==> src/rtl/ifu.sv <==
// Instruction fetch unit: owns the PC and issues one instruction-memory read at a time.
// Returned words go to decode with their PC. Control-flow redirects replace the
// sequential PC, and any fetch still in flight is squashed.
module ifu #(
    parameter int                  PC_WIDTH   = 64,
    parameter int                  INST_WIDTH = 32,
    parameter logic [PC_WIDTH-1:0] RESET_PC   = 64'h8000_0000
) (
    input  logic                  clk,
    input  logic                  rst_n,
    output logic                  imem_req_valid,
    input  logic                  imem_req_ready,
    output logic [PC_WIDTH-1:0]   imem_req_addr,
    input  logic                  imem_resp_valid,
    input  logic [INST_WIDTH-1:0] imem_resp_data,
    input  logic                  redirect_valid,
    input  logic [PC_WIDTH-1:0]   redirect_pc,
    output logic                  inst_valid,
    input  logic                  inst_ready,
    output logic [INST_WIDTH-1:0] inst,
    output logic [PC_WIDTH-1:0]   inst_pc,
    output logic                  fetch_fault
);

    typedef enum logic [2:0] {
        IDLE  = 3'd0,
        REQ   = 3'd1,
        WAIT  = 3'd2,
        OUT   = 3'd3,
        FAULT = 3'd4
    } state_t;

    state_t                state_q, state_d;
    logic [PC_WIDTH-1:0]   pc_q, pc_d;
    logic [PC_WIDTH-1:0]   tgt_q, tgt_d;
    logic                  pend_q, pend_d;
    logic                  drop_q, drop_d;
    logic [INST_WIDTH-1:0] inst_q, inst_d;
    logic [PC_WIDTH-1:0]   inst_pc_q, inst_pc_d;
    logic                  fault_q, fault_d;
    logic                  misaligned;

    // A redirect target that is not word aligned is fatal for the fetch stream.
    assign misaligned = redirect_valid && (redirect_pc[1:0] != 2'b00);

    // All outputs come from registered state, so nothing combinational reaches them from inputs.
    assign imem_req_valid = (state_q == REQ);
    assign imem_req_addr  = pc_q;
    assign inst_valid     = (state_q == OUT);
    assign inst           = inst_q;
    assign inst_pc        = inst_pc_q;
    assign fetch_fault    = fault_q;

    // State and datapath registers; reset puts the unit in IDLE at RESET_PC.
    always_ff @(posedge clk or negedge rst_n) begin
        if (!rst_n) begin
            state_q   <= IDLE;
            pc_q      <= RESET_PC;
            tgt_q     <= '0;
            pend_q    <= 1'b0;
            drop_q    <= 1'b0;
            inst_q    <= '0;
            inst_pc_q <= '0;
            fault_q   <= 1'b0;
        end else begin
            state_q   <= state_d;
            pc_q      <= pc_d;
            tgt_q     <= tgt_d;
            pend_q    <= pend_d;
            drop_q    <= drop_d;
            inst_q    <= inst_d;
            inst_pc_q <= inst_pc_d;
            fault_q   <= fault_d;
        end
    end

    // Next-state logic: while a request is held, redirects are parked in tgt/pend and the returning data is dropped.
    always_comb begin
        state_d   = state_q;
        pc_d      = pc_q;
        tgt_d     = tgt_q;
        pend_d    = pend_q;
        drop_d    = drop_q;
        inst_d    = inst_q;
        inst_pc_d = inst_pc_q;
        fault_d   = fault_q;

        if (state_q != FAULT && misaligned) begin
            state_d = FAULT;
            fault_d = 1'b1;
        end else begin
            case (state_q)
                IDLE: begin
                    state_d = REQ;
                    if (redirect_valid) begin
                        pc_d = redirect_pc;
                    end
                end
                REQ: begin
                    if (redirect_valid) begin
                        pend_d = 1'b1;
                        tgt_d  = redirect_pc;
                    end
                    if (imem_req_ready) begin
                        state_d = WAIT;
                        drop_d  = pend_q | redirect_valid;
                    end
                end
                WAIT: begin
                    if (imem_resp_valid) begin
                        if (drop_q || pend_q || redirect_valid) begin
                            pc_d    = redirect_valid ? redirect_pc : tgt_q;
                            pend_d  = 1'b0;
                            drop_d  = 1'b0;
                            state_d = REQ;
                        end else begin
                            inst_d    = imem_resp_data;
                            inst_pc_d = pc_q;
                            pc_d      = pc_q + PC_WIDTH'(4);
                            state_d   = OUT;
                        end
                    end else if (redirect_valid) begin
                        pend_d = 1'b1;
                        tgt_d  = redirect_pc;
                        drop_d = 1'b1;
                    end
                end
                OUT: begin
                    if (redirect_valid) begin
                        pc_d    = redirect_pc;
                        state_d = REQ;
                    end else if (inst_ready) begin
                        state_d = REQ;
                    end
                end
                FAULT: begin
                    state_d = FAULT;
                end
                default: begin
                    state_d = IDLE;
                end
            endcase
        end
    end

endmodule
==> config.mk <==
export PLATFORM = sky130hd
export DESIGN_NAME = ifu
export DESIGN_NICKNAME = d
export VERILOG_FILES = /design/src/rtl/ifu.sv
export SDC_FILE = /design/constraint.sdc
export NUM_CORES = 1
export LEC_CHECK = 0
export ABC_AREA = 1
export CORE_ASPECT_RATIO = 1.2
export CORE_MARGIN = 5
export CORE_UTILIZATION = 56
export DETAILED_ROUTE_END_ITERATION = 16
export GPL_TIMING_DRIVEN = 0
export HOLD_SLACK_MARGIN = 0.05
export PLACE_DENSITY = 0.87
export SYNTH_ARGS = -nofsm -noshare
export SYNTH_HDL_FRONTEND = slang
export SYNTH_SLANG_ARGS = --single-unit
==> constraint.sdc <==
create_clock -name clk -period 3.7 [get_ports clk]
set_clock_uncertainty 0.05 [all_clocks]
set_input_delay 0.74 -clock clk [delete_from_list [all_inputs] [get_ports clk]]
set_output_delay 0.74 -clock clk [all_outputs]
set_load 0.01 [all_outputs]
==> impl_table.tex, run 1 <==
\begin{tabular}{lr}
\hline
Metric & Value \\
\hline
\multicolumn{2}{l}{\textbf{Run status}} \\
\quad Result of the run & complete, no violations \\
\multicolumn{2}{l}{\textbf{Critical path}} \\
\quad CP max stage cell & nor4\_4 \\
\quad Number of buffers and inverters on the critical path & 3 \\
\quad Beginning of the worst register-to-register path & imem\_req\_addr[3]\$\_DFFE\_PN0P\_ \\
\quad Worst path depth & 7 \\
\quad Worst Reg-to-Reg Cells & 10 \\
\quad Arrival time reported for the critical path endpoint & between 3000 and 4000 ps \\
\quad Endpoint kind of the worst setup timing path & register \\
\quad Endpoint of the most critical register-to-register path & imem\_req\_addr[54]\$\_DFFE\_PN0P\_ \\
\quad Cell mode on critical path & buf\_2 \\
\quad Slowest stage delay, CP & 610 ps \\
\quad Cell breakdown of the critical path & clkdlybuf4s50\_1, nor2\_1, nand2\_1, nor4\_4, buf\_2, buf\_2, a21oi\_1 \\
\quad R2R Setup Slk & 1110 ps \\
\quad Worst Path Required & 4060 ps \\
\quad Gate family responsible for the most delay along the worst path & buffers and inverters \\
\quad Path type of the worst setup path & input pin to register \\
\quad Startpoint kind of the worst setup timing path & input pin \\
\quad Largest fanout on the critical path & 10 \\
\multicolumn{2}{l}{\textbf{Clock network}} \\
\quad Clock input transition at the sequential cells of the worst setup and hold paths & $\sim$70 ps \\
\quad Hold buffer count at cts & 0 \\
\quad Buffer depth of the longest clock path & 3 \\
\quad Clock tree from TritonCTS & built \\
\quad H-tree depth & 1 \\
\quad CTS root buf & clkbuf\_16 \\
\quad Post-CTS sizing & 0 \\
\quad Number of buffers added for setup after CTS & 0 \\
\quad Insertion delay of the later-clocked pin in the worst-skew pair & 540 ps \\
\quad CTS buffer count & 25 \\
\quad CTS sink count & 230 \\
\multicolumn{2}{l}{\textbf{STA}} \\
\quad Unrepaired setup endpoints after global routing & false \\
\quad Clock period minus worst slack & 2990 ps \\
\quad Relative slew slack & about 36\% \\
\quad Crit share post-route & 80.7\% \\
\quad Pin slew with the least headroom to its limit & approximately 960 ps \\
\quad Max Clk Rate & 0.335 GHz \\
\quad Number of hold violations in the final report & 0 \\
\quad Final max-slew violation count & 0 \\
\quad Final setup viols & 0 \\
\multicolumn{2}{l}{\textbf{Detailed routing}} \\
\quad Number of optimization iterations in the first detailed-route pass & 9 \\
\quad Total via count in the routed design & 13100 \\
\quad Detailed-route vias per instance & about 6.0 \\
\quad Detailed Route Iter0 Violations & 1569 \\
\quad Final routed wire length divided by cell count & 22.0 µm \\
\quad Antenna Nets Post-Route & 0 \\
\quad Total wire length after detailed routing & 48.3 mm \\
\quad DRC violation count after routing & 0 \\
\multicolumn{2}{l}{\textbf{Yosys}} \\
\quad Warning count from the yosys run & 0 \\
\quad Top cell type's share of synthesized area & 46.2\% \\
\quad Sequential cell area fraction in the yosys report & 46.5\% \\
\quad Synth Instances & 1609 \\
\quad Distinct cell type count after synthesis & 37 \\
\quad Synth cell count leaders & nand2\_1 (371), dfrtp\_1 (229), nor2\_1 (225) \\
\quad Cells taking the most area after synthesis & dfrtp\_1 (46\%), nand2\_1 (11\%), a21oi\_1 (6.8\%) \\
\quad Most common cell in the netlist & nand2\_1 \\
\quad Most used flip-flop cell after synthesis & dfrtp\_1 \\
\quad Synth Cell Area & 0.0124 mm² \\
\quad Library cell with the largest summed area after synthesis & dfrtp\_1 \\
\quad Post-synthesis average cell area & 7.70 µm² \\
\quad Ys async rst share & 100\% \\
\quad Synthesis-stage register bit count & 230 \\
\quad Number of flops mapped to enable cells by yosys & 0 \\
\quad Post-Syn Nets & roughly 1700 \\
\multicolumn{2}{l}{\textbf{Global route}} \\
\quad Maximum number of pins on one net before global-route repair & 120 \\
\quad Aggregate global routing overflow & 0 \\
\quad Vias in the first global route & about 13000 \\
\quad Wire length of the first global-routing pass & 73.4 mm \\
\quad All-Layer GR Usage & 36.9\% \\
\quad Antenna violations before repair & 0 \\
\multicolumn{2}{l}{\textbf{Power and ir drop}} \\
\quad Areal power density over the cells & roughly 580 mW/mm² \\
\quad Total leakage power & 0.00766 µW \\
\quad VDD IR-drop max & approximately 0.4 mV \\
\multicolumn{2}{l}{\textbf{Placement}} \\
\quad Post-Place Cell Area & 0.0154 mm² \\
\quad \# placed instances & 2148 \\
\quad Weighted congestion at the end of routability-driven global placement & 1.00 \\
\quad Estimated wirelength of the detail-placed design & between 30 and 40 mm \\
\quad Total of buffers placed on input and output ports & around 260 \\
\multicolumn{2}{l}{\textbf{Floorplan}} \\
\quad I/O pin total & approximately 270 \\
\quad Core footprint & 0.0218 mm² \\
\quad Floorplan die width & 146 µm \\
\quad Full die area & 0.0252 mm² \\
\quad Die Y & roughly 170 µm \\
\quad Starting density of the core & 56.9\% \\
\quad Number of core rows & 59 \\
\multicolumn{2}{l}{\textbf{Run}} \\
\quad Number of maximum-capacitance violations & 0 \\
\multicolumn{2}{l}{\textbf{Final layout}} \\
\quad Syn-to-layout area delta & 31.2\% \\
\quad Utilization of the core after routing & 74.7\% \\
\quad Fraction of layout cells with a size suffix above 1 & about 7.6\% \\
\quad Final cell count without fillers & 2193 \\
\quad Number of fillers in the final layout & 1582 \\
\quad Design area & 0.0163 mm² \\
\quad Area of the multi-input gates & 0.00571 mm² \\
\quad Number of nets in the layout & 2004 \\
\quad Area of all sequential standard cells & 0.00576 mm² \\
\multicolumn{2}{l}{\textbf{Worst hold path}} \\
\quad Path type of the worst min-delay path & input pin to async pin \\
\hline
\end{tabular}
[how the worst max path moves through the flow]
stage / start / slack, ps / end
3_5_place_dp: redirect_valid / 290 / inst_pc[20]$_DFFE_PN0P_
4_1_cts: redirect_valid / 800 / inst_pc[18]$_DFFE_PN0P_
6_report: redirect_valid / 710 / inst_pc[18]$_DFFE_PN0P_
5_1_grt: redirect_valid / 670 / inst_pc[18]$_DFFE_PN0P_
2_1_floorplan: redirect_valid / 1620 / inst[0]$_DFFE_PN0P_
3_3_place_gp: rst_n / -7890 / inst[26]$_DFFE_PN0P_
[area by class of cell]
type	instances	area share [%]
antenna	1	0.0154
buffer	80	2.42
clock buffer	35	4.45
clock inverter	9	0.785
inverter	141	3.25
multi-input combinational	1158	35.1
sequential	230	35.4
tap	274	2.11
timing repair buffer	265	16.4
[metrics by stage]
step | worst slack [ps] | TNS [ps] | total power (µW) | hold slack [ps]
4_1_cts | 801 | 0 | 9300 | 275
6_report | 715 | 0 | 9370 | 193
5_1_grt | 671 | 0 | 9810 | 306
2_1_floorplan | 1620 | 0 | 5090 | 394
3_3_place_gp | -7890 | -1806740 | 6610 | 407
3_5_place_dp | 289 | 0 | 6690 | 413
[power breakdown]
part | internal, µW | switching, µW | leakage [µW]
registers | 3000 | 720 | 0.00277
clock network | 1570 | 1050 | 0.000423
logic | 1310 | 1730 | 0.00447
[state kept, by name (all words and copies together) (netlist names)]
| register | flops |
|---|---|
| drop_q | 1 |
| pend_q | 1 |
| imem_req_addr | 64 |
| inst | 32 |
| fetch_fault | 1 |
| state_q | 3 |
| inst_pc | 64 |
| tgt_q | 64 |
[kinds of logic after synthesis]
kind of cell               after synthesis  synth area share [%]
and+or+nand+nor                        672                  21.4
AOI/OAI and AO/OA                      412                  18.3
DFF                                    230                  46.5
buffers and inverters                  221                  7.44
muxes                                   61                  5.44
xor gates and xnor gates                12                 0.848
adders and majority gates                1                 0.101
[layer usage]
metal / track usage [%] / share of wire, % / vias up
li1: - / - / 5846
met1: 45.1 / 36 / 6177
met2: 62.0 / 48 / 846
met3: 6.88 / 9.5 / 184
met4: 20.2 / 6.1 / 0
met5: 0 / 0 / -
[cells in the final DEF, fill, tap and decap left out, types with 16 or more instances in the layout]
master / instances
dfrtp_1: 229
clkbuf_1: 39
o21ai_0: 159
nand2_1: 371
inv_1: 136
mux2_2: 44
o21a_1: 34
buf_2: 26
nand3_1: 64
buf_4: 16
a21oi_1: 169
clkdlybuf4s50_1: 263
nor2_1: 225
clkbuf_16: 25
[worst reg2reg max path, cell delays in order (launching register included)]
cell and delay [ps]:
dfrtp_1 430, ha_1 280, inv_1 80, nor2_1 250, nand2_1 240, nor2_4 330
nand2_1 330, o21ai_0 260, nand3_1 100, nand2_1 70, a21oi_1 60
Note: power is estimated with default switching activity, not from simulation.
==> run 2: changes to the inputs <==
--- a/config.mk
+++ b/config.mk
@@ -8,11 +8,11 @@
 export ABC_AREA = 1
 export CORE_ASPECT_RATIO = 1.2
 export CORE_MARGIN = 5
-export CORE_UTILIZATION = 56
+export CORE_UTILIZATION = 52
 export DETAILED_ROUTE_END_ITERATION = 16
 export GPL_TIMING_DRIVEN = 0
 export HOLD_SLACK_MARGIN = 0.05
-export PLACE_DENSITY = 0.87
+export PLACE_DENSITY = 0.81
 export SYNTH_ARGS = -nofsm -noshare
 export SYNTH_HDL_FRONTEND = slang
 export SYNTH_SLANG_ARGS = --single-unit
==> constraint.sdc (replaced) <==
create_clock -name clk -period 2.76 [get_ports clk]
set_clock_uncertainty 0.05 [all_clocks]
set_input_delay 0.552 -clock clk [delete_from_list [all_inputs] [get_ports clk]]
set_output_delay 0.552 -clock clk [all_outputs]
set_load 0.01 [all_outputs]
==> impl_table.tex, run 2 (synthesis results as in run 1) <==
\begin{tabular}{lr}
\hline
Metric & Value \\
\hline
\multicolumn{2}{l}{\textbf{Final layout}} \\
\quad Area of all sequential standard cells & 0.00576 mm² \\
\quad Number of fillers in the final layout & 1953 \\
\quad Syn-to-layout area delta & 31.7\% \\
\quad Area of the multi-input gates & roughly 0.0057 mm² \\
\quad Most common cell after layout, fill and taps aside & nand2\_1 \\
\quad Commonest cells after routing, fill and taps aside & nand2\_1 (371), clkdlybuf4s50\_1 (263), dfrtp\_1 (229), nor2\_1 (225), a21oi\_1 (169) \\
\quad Number of nets in the layout & 2007 \\
\quad Antenna cells & 0 \\
\quad Fraction of layout cells with a size suffix above 1 & between 7 and 8\% \\
\multicolumn{2}{l}{\textbf{Global route}} \\
\quad Wire length of the first global-routing pass & 72.5 mm \\
\quad Vias in the first global route & around 13000 \\
\quad All-Layer GR Usage & 34.9\% \\
\quad Maximum number of pins on one net before global-route repair & 107 \\
\quad Aggregate global routing overflow & 0 \\
\quad Antenna violations before repair & 0 \\
\multicolumn{2}{l}{\textbf{Critical path}} \\
\quad Startpoint kind of the worst setup timing path & input pin \\
\quad Worst Path Required & 3150 ps \\
\quad Arrival time reported for the critical path endpoint & 3010 ps \\
\quad Worst Reg-to-Reg Cells & 10 \\
\quad Path type of the worst setup path & input pin to register \\
\quad Beginning of the worst register-to-register path & imem\_req\_addr[3]\$\_DFFE\_PN0P\_ \\
\quad Endpoint kind of the worst setup timing path & register \\
\quad Largest fanout on the critical path & 10 \\
\quad Endpoint of the most critical setup path & imem\_req\_addr[45]\$\_DFFE\_PN0P\_ \\
\quad Crit path from & redirect\_valid \\
\quad R2R Setup Slk & $\sim$160 ps \\
\quad Endpoint of the most critical register-to-register path & imem\_req\_addr[54]\$\_DFFE\_PN0P\_ \\
\multicolumn{2}{l}{\textbf{Placement}} \\
\quad Weighted congestion at the end of routability-driven global placement & 0.988 \\
\quad Total of buffers placed on input and output ports & 264 \\
\quad Estimated wirelength of the detail-placed design & about 36 mm \\
\quad Placement Setup Slack & -557 ps \\
\multicolumn{2}{l}{\textbf{STA}} \\
\quad Total negative slack & 0 ps \\
\quad Crit share post-route & 95.0\% \\
\quad Final setup viols & 0 \\
\quad Pin slew with the least headroom to its limit & 790 ps \\
\quad Clock period minus worst slack & about 2600 ps \\
\quad Post-layout worst setup margin & between 100 and 150 ps \\
\quad Final max-slew violation count & 0 \\
\quad Relative slew slack & a little under half \\
\quad Worst hold margin & 430 ps \\
\quad Number of hold violations in the final report & 0 \\
\quad Max Clk Rate & roughly 0.38 GHz \\
\quad Unrepaired setup endpoints after global routing & false \\
\multicolumn{2}{l}{\textbf{Detailed routing}} \\
\quad Number of optimization iterations in the first detailed-route pass & 6 \\
\quad Total wire length after detailed routing & approximately 48 mm \\
\quad Antenna Nets Post-Route & 0 \\
\quad Detailed-route vias per instance & approximately 5.8 \\
\quad Final routed wire length divided by cell count & between 20 and 25 µm \\
\quad Detailed Route Iter0 Violations & $\sim$1500 \\
\quad Total via count in the routed design & 12900 \\
\quad DRC violation count after routing & 0 \\
\multicolumn{2}{l}{\textbf{Clock network}} \\
\quad Insertion delay of the later-clocked pin in the worst-skew pair & 530 ps \\
\quad CTS buffer count & 24 \\
\quad Clock tree from TritonCTS & built \\
\quad CTS root buf & clkbuf\_16 \\
\quad H-tree depth & 1 \\
\quad Clock input transition at the sequential cells of the worst setup and hold paths & 60 ps \\
\quad CTS sink count & 230 \\
\quad Buffer depth of the longest clock path & 3 \\
\multicolumn{2}{l}{\textbf{Power and ir drop}} \\
\quad Switch share & a little under two fifths \\
\quad VDD IR-drop max & 0.648 mV \\
\quad Int Pwr & 7690 µW \\
\quad Switching component of the power & 4670 µW \\
\quad Clock share of power & about a quarter \\
\quad Total leakage power & 0.00766 µW \\
\quad Areal power density over the cells & 757 mW/mm² \\
\quad Sequential group share of total power & 40.4\% \\
\quad Comb pwr share & between 30\% and 40\% \\
\multicolumn{2}{l}{\textbf{Floorplan}} \\
\quad I/O pin total & 265 \\
\quad Die Y & 179 µm \\
\quad Full die area & 0.0270 mm² \\
\quad Starting density of the core & 52.2\% \\
\quad Floorplan die width & between 150 and 200 µm \\
\quad Number of core rows & 62 \\
\quad Core footprint & 0.0237 mm² \\
\multicolumn{2}{l}{\textbf{Worst hold path}} \\
\quad Path type of the worst min-delay path & register to register \\
\multicolumn{2}{l}{\textbf{Run}} \\
\quad Number of maximum-capacitance violations & 0 \\
\multicolumn{2}{l}{\textbf{Run status}} \\
\quad Result of the run & complete, no violations \\
\hline
\end{tabular}
==> run 2: cell types whose count changed in the layout (fill, tap and decap cells not counted) <==
| cell | change |
|---|---|
| buf_16 | +1 |
| buf_4 | +2 |
| bufinv_16 | -2 |
| clkbuf_2 | +1 |
| clkinv_2 | +2 |
| clkinv_4 | -1 |
| clkinvlp_4 | +1 |
| diode_2 | -1 |
| dlygate4sd3_1 | +1 |
| inv_6 | -1 |
==> run 2: power groups by stage <==
| stage | registers [µW] | clock network [µW] | logic [µW] |
|---|---|---|---|
| 3_5_place_dp | 5000 | 0 | 3980 |
| 5_1_grt | 5060 | 3430 | 4450 |
| 6_report | 4990 | 3290 | 4070 |
| 3_3_place_gp | 5000 | 0 | 3910 |
| 2_1_floorplan | 4880 | 0 | 1950 |
| 4_1_cts | 4950 | 3300 | 4020 |
==> run 2: worst min path at each step <==
| stage | startpoint | endpoint | slack (ps) | cells after the start |
|---|---|---|---|---|
| 2_1_floorplan | rst_n | drop_q$_DFFE_PN0P_ | 210 | 0 |
| 3_3_place_gp | fetch_fault$_DFFE_PN0N_ | fetch_fault$_DFFE_PN0N_ | 410 | 1 |
| 3_5_place_dp | fetch_fault$_DFFE_PN0N_ | fetch_fault$_DFFE_PN0N_ | 420 | 1 |
| 4_1_cts | fetch_fault$_DFFE_PN0N_ | fetch_fault$_DFFE_PN0N_ | 430 | 1 |
| 5_1_grt | fetch_fault$_DFFE_PN0N_ | fetch_fault$_DFFE_PN0N_ | 430 | 1 |
| 6_report | fetch_fault$_DFFE_PN0N_ | fetch_fault$_DFFE_PN0N_ | 430 | 1 |
==> run 2: timing repair <==
item                                    CTS  global route
gates resized for setup                   0             2
hold endpoints to repair                 61             0
hold buffers                              1             0
buffers inserted                          2             0
cloned                                    0             0
endpoints found under the setup margin    7             3
pin swaps                                 1             0
==> run 2: layout make-up <==
cell class	instances	area share [%]
buffer	80	2.42
clock buffer	36	4.46
clock inverter	8	0.414
inverter	141	3.24
multi-input combinational	1158	35.0
sequential	230	35.3
tap	320	2.45
timing repair buffer	269	16.7
==> run 2: through the flow <==
stage          power (µW)  cell area (µm²)  utilization [%]  cells
5_1_grt             12900            16300             68.7   2242
3_5_place_dp         8990            15500             65.3   2195
4_1_cts             12300            16300             68.7   2242
2_1_floorplan        6830            12400                -   1609
3_3_place_gp         8910            15400             65.0   2193
6_report            12400            16300             68.7   2242
==> run 2: worst max-delay path: stages <==
cell             delay (ps)
clkdlybuf4s50_1         660
buf_2                   300
inv_1                    60
a21oi_1                 120
nand3_1                 290
inv_2                   280
clkbuf_1                480
nor2_1                  100
a21oi_1                 160
==> run 2: per-layer routing <==
layer | share of wire [%] | wire length [µm] | vias to the layer above | GRT usage (%)
li1 | - | - | 5871 | -
met1 | 37 | 17800 | 6124 | 43.6
met2 | 49 | 23300 | 754 | 59.4
met3 | 8.7 | 4150 | 160 | 5.44
met4 | 5.5 | 2630 | 0 | 16.5
met5 | 0 | 0 | - | 0
==> run 3: changes to the inputs <==
--- a/config.mk
+++ b/config.mk
@@ -10,7 +10,6 @@
 export CORE_MARGIN = 5
 export CORE_UTILIZATION = 52
 export DETAILED_ROUTE_END_ITERATION = 16
-export GPL_TIMING_DRIVEN = 0
 export HOLD_SLACK_MARGIN = 0.05
 export PLACE_DENSITY = 0.81
 export SYNTH_ARGS = -nofsm -noshare
==> impl_table.tex, run 3 (synthesis results as in run 1) <==
\begin{tabular}{lr}
\hline
Metric & Value \\
\hline
\multicolumn{2}{l}{\textbf{Detailed routing}} \\
\quad Number of optimization iterations in the first detailed-route pass & 5 \\
\quad DRC violation count after routing & 0 \\
\quad Total via count in the routed design & between 10000 and 15000 \\
\quad Antenna Nets Post-Route & 0 \\
\quad Detailed-route vias per instance & between 5 and 6 \\
\quad Final routed wire length divided by cell count & 18.3 µm \\
\quad Total wire length after detailed routing & 40.1 mm \\
\quad Detailed Route Iter0 Violations & 1091 \\
\multicolumn{2}{l}{\textbf{Power and ir drop}} \\
\quad Sequential group share of total power & 40.2\% \\
\quad Areal power density over the cells & 754 mW/mm² \\
\quad Clock share of power & 26.9\% \\
\quad Total leakage power & $\sim$0.0076 µW \\
\quad Switch share & 36.8\% \\
\quad Int Pwr & 7730 µW \\
\quad Switching component of the power & 4500 µW \\
\quad Comb pwr share & 32.9\% \\
\quad VDD IR-drop max & 0.551 mV \\
\multicolumn{2}{l}{\textbf{Run status}} \\
\quad Result of the run & complete, no violations \\
\multicolumn{2}{l}{\textbf{STA}} \\
\quad Final max-slew violation count & 0 \\
\quad Clock period minus worst slack & 2450 ps \\
\quad Worst hold margin & 344 ps \\
\quad Post-layout worst setup margin & 313 ps \\
\quad Crit share post-route & roughly 90\% \\
\quad Max Clk Rate & roughly 0.41 GHz \\
\quad Unrepaired setup endpoints after global routing & false \\
\quad Number of hold violations in the final report & 0 \\
\quad Total negative slack & 0 ps \\
\quad Pin slew with the least headroom to its limit & 558 ps \\
\quad Relative slew slack & a little over three fifths \\
\quad Final setup viols & 0 \\
\multicolumn{2}{l}{\textbf{Placement}} \\
\quad Placement Setup Slack & 176 ps \\
\quad Total of buffers placed on input and output ports & 264 \\
\quad Estimated wirelength of the detail-placed design & 29.2 mm \\
\quad Weighted congestion at the end of routability-driven global placement & 0.971 \\
\quad \# placed instances & between 2000 and 2500 \\
\multicolumn{2}{l}{\textbf{Clock network}} \\
\quad H-tree depth & 1 \\
\quad Buffer depth of the longest clock path & 3 \\
\quad Insertion delay of the later-clocked pin in the worst-skew pair & 520 ps \\
\quad CTS sink count & 230 \\
\quad CTS buffer count & 24 \\
\quad Clock input transition at the sequential cells of the worst setup and hold paths & 60 ps \\
\quad Clock tree from TritonCTS & built \\
\quad CTS root buf & clkbuf\_16 \\
\multicolumn{2}{l}{\textbf{Critical path}} \\
\quad Startpoint kind of the worst setup timing path & register \\
\quad Worst Path Required & 2160 ps \\
\quad Path type of the worst setup path & register to primary output \\
\quad Endpoint kind of the worst setup timing path & primary output \\
\quad Largest fanout on the critical path & 5 \\
\quad Arrival time reported for the critical path endpoint & around 1800 ps \\
\multicolumn{2}{l}{\textbf{Floorplan}} \\
\quad Core footprint & 0.0237 mm² \\
\quad Number of core rows & 62 \\
\quad Floorplan die width & 151 µm \\
\quad I/O pin total & 265 \\
\quad Die Y & 179 µm \\
\quad Starting density of the core & 52.2\% \\
\quad Full die area & 0.0270 mm² \\
\multicolumn{2}{l}{\textbf{Final layout}} \\
\quad Utilization of the core after routing & 68.4\% \\
\quad Final cell count without fillers & 2189 \\
\quad Fraction of layout cells with a size suffix above 1 & 7.39\% \\
\quad Number of nets in the layout & 1955 \\
\quad Number of fillers in the final layout & 1915 \\
\quad Commonest cells after routing, fill and taps aside & nand2\_1 (370), clkdlybuf4s50\_1 (262), dfrtp\_1 (229), nor2\_1 (225), a21oi\_1 (169) \\
\quad Most common cell after layout, fill and taps aside & nand2\_1 \\
\quad Syn-to-layout area delta & 30.9\% \\
\multicolumn{2}{l}{\textbf{Worst hold path}} \\
\quad Path type of the worst min-delay path & input pin to register \\
\multicolumn{2}{l}{\textbf{Global route}} \\
\quad Vias in the first global route & 12100 \\
\quad Maximum number of pins on one net before global-route repair & roughly 120 \\
\quad Aggregate global routing overflow & 0 \\
\quad All-Layer GR Usage & 29.5\% \\
\quad Wire length of the first global-routing pass & 63.6 mm \\
\quad Antenna violations before repair & 0 \\
\multicolumn{2}{l}{\textbf{Run}} \\
\quad Number of maximum-capacitance violations & 0 \\
\hline
\end{tabular}
==> run 3: cell types whose count changed in the layout (fill, tap and decap cells not counted), moves of 2 or more <==
cell and delta:
buf_4 +5, buf_2 -26, buf_16 -2, buf_1 -3
clkbuf_1 -37, buf_12 +10
==> run 3: what timing repair did <==
item,4_1_cts,5_1_grt
hold endpoints to repair,55,0
gates resized for setup,0,0
setup endpoints to repair,0,0
hold buffers,1,0
setup buffers,0,0
==> run 3: power groups by stage <==
stage / clock, µW / sequential (µW) / combinational, µW
global route: 3460 / 5030 / 4480
detailed placement: 0 / 4960 / 3990
finish: 3280 / 4920 / 4030
global placement: 0 / 4940 / 3910
CTS: 3320 / 4910 / 4030
floorplan: 0 / 4880 / 1950
==> run 3: layout make-up <==
type | instances | area [µm²] | area share (%)
well taps | 320 | 400 | 2.47
inverters | 141 | 529 | 3.26
clock buffers | 34 | 729 | 4.50
diodes | 1 | 2.50 | 0.0154
repair buffers | 297 | 3020 | 18.6
flip-flops and latches | 230 | 5760 | 35.5
multi-input cells | 1158 | 5720 | 35.3
clock inverters | 8 | 67.6 | 0.416
==> run 3: final timing paths <==
kind                                              start  slack (ps)                            end  cells past startpoint
min in group asynchronous                         rst_n         500  imem_req_addr[37]$_DFFE_PN0P_                      2
max in group asynchronous                         rst_n        1320           inst[24]$_DFFE_PN0P_                      3
hold / removal                           redirect_valid         340         state_q[2]$_DFFE_PN0P_                      3
setup reg to reg           imem_req_addr[3]$_DFFE_PN0P_         370  imem_req_addr[22]$_DFFE_PN0P_                      9
hold reg to reg                 fetch_fault$_DFFE_PN0N_         420        fetch_fault$_DFFE_PN0N_                      1
setup / recovery                 state_q[2]$_DFFE_PN0P_         310                 imem_req_valid                      4
==> run 3: stage by stage <==
stage / total power [µW] / cell area, µm²
2_1_floorplan: 6830 / 12400
3_3_place_gp: 8850 / 15400
3_5_place_dp: 8950 / 15400
4_1_cts: 12300 / 16200
5_1_grt: 13000 / 16200
6_report: 12200 / 16200
==> run 3: routing by layer <==
layer	part of all wire [%]	vias up	global-route usage [%]
met3	7.8	112	5.39
li1	-	5755	-
met4	5.0	0	13.5
met2	49	519	49.6
met1	38	5698	37.1
met5	0	-	0
==> run 3: worst max-delay path: stages, from the launching register on <==
cell and delay (ps):
dfrtp_1 480, inv_1 110, nand3_1 80, inv_1 110
clkdlybuf4s50_1 550
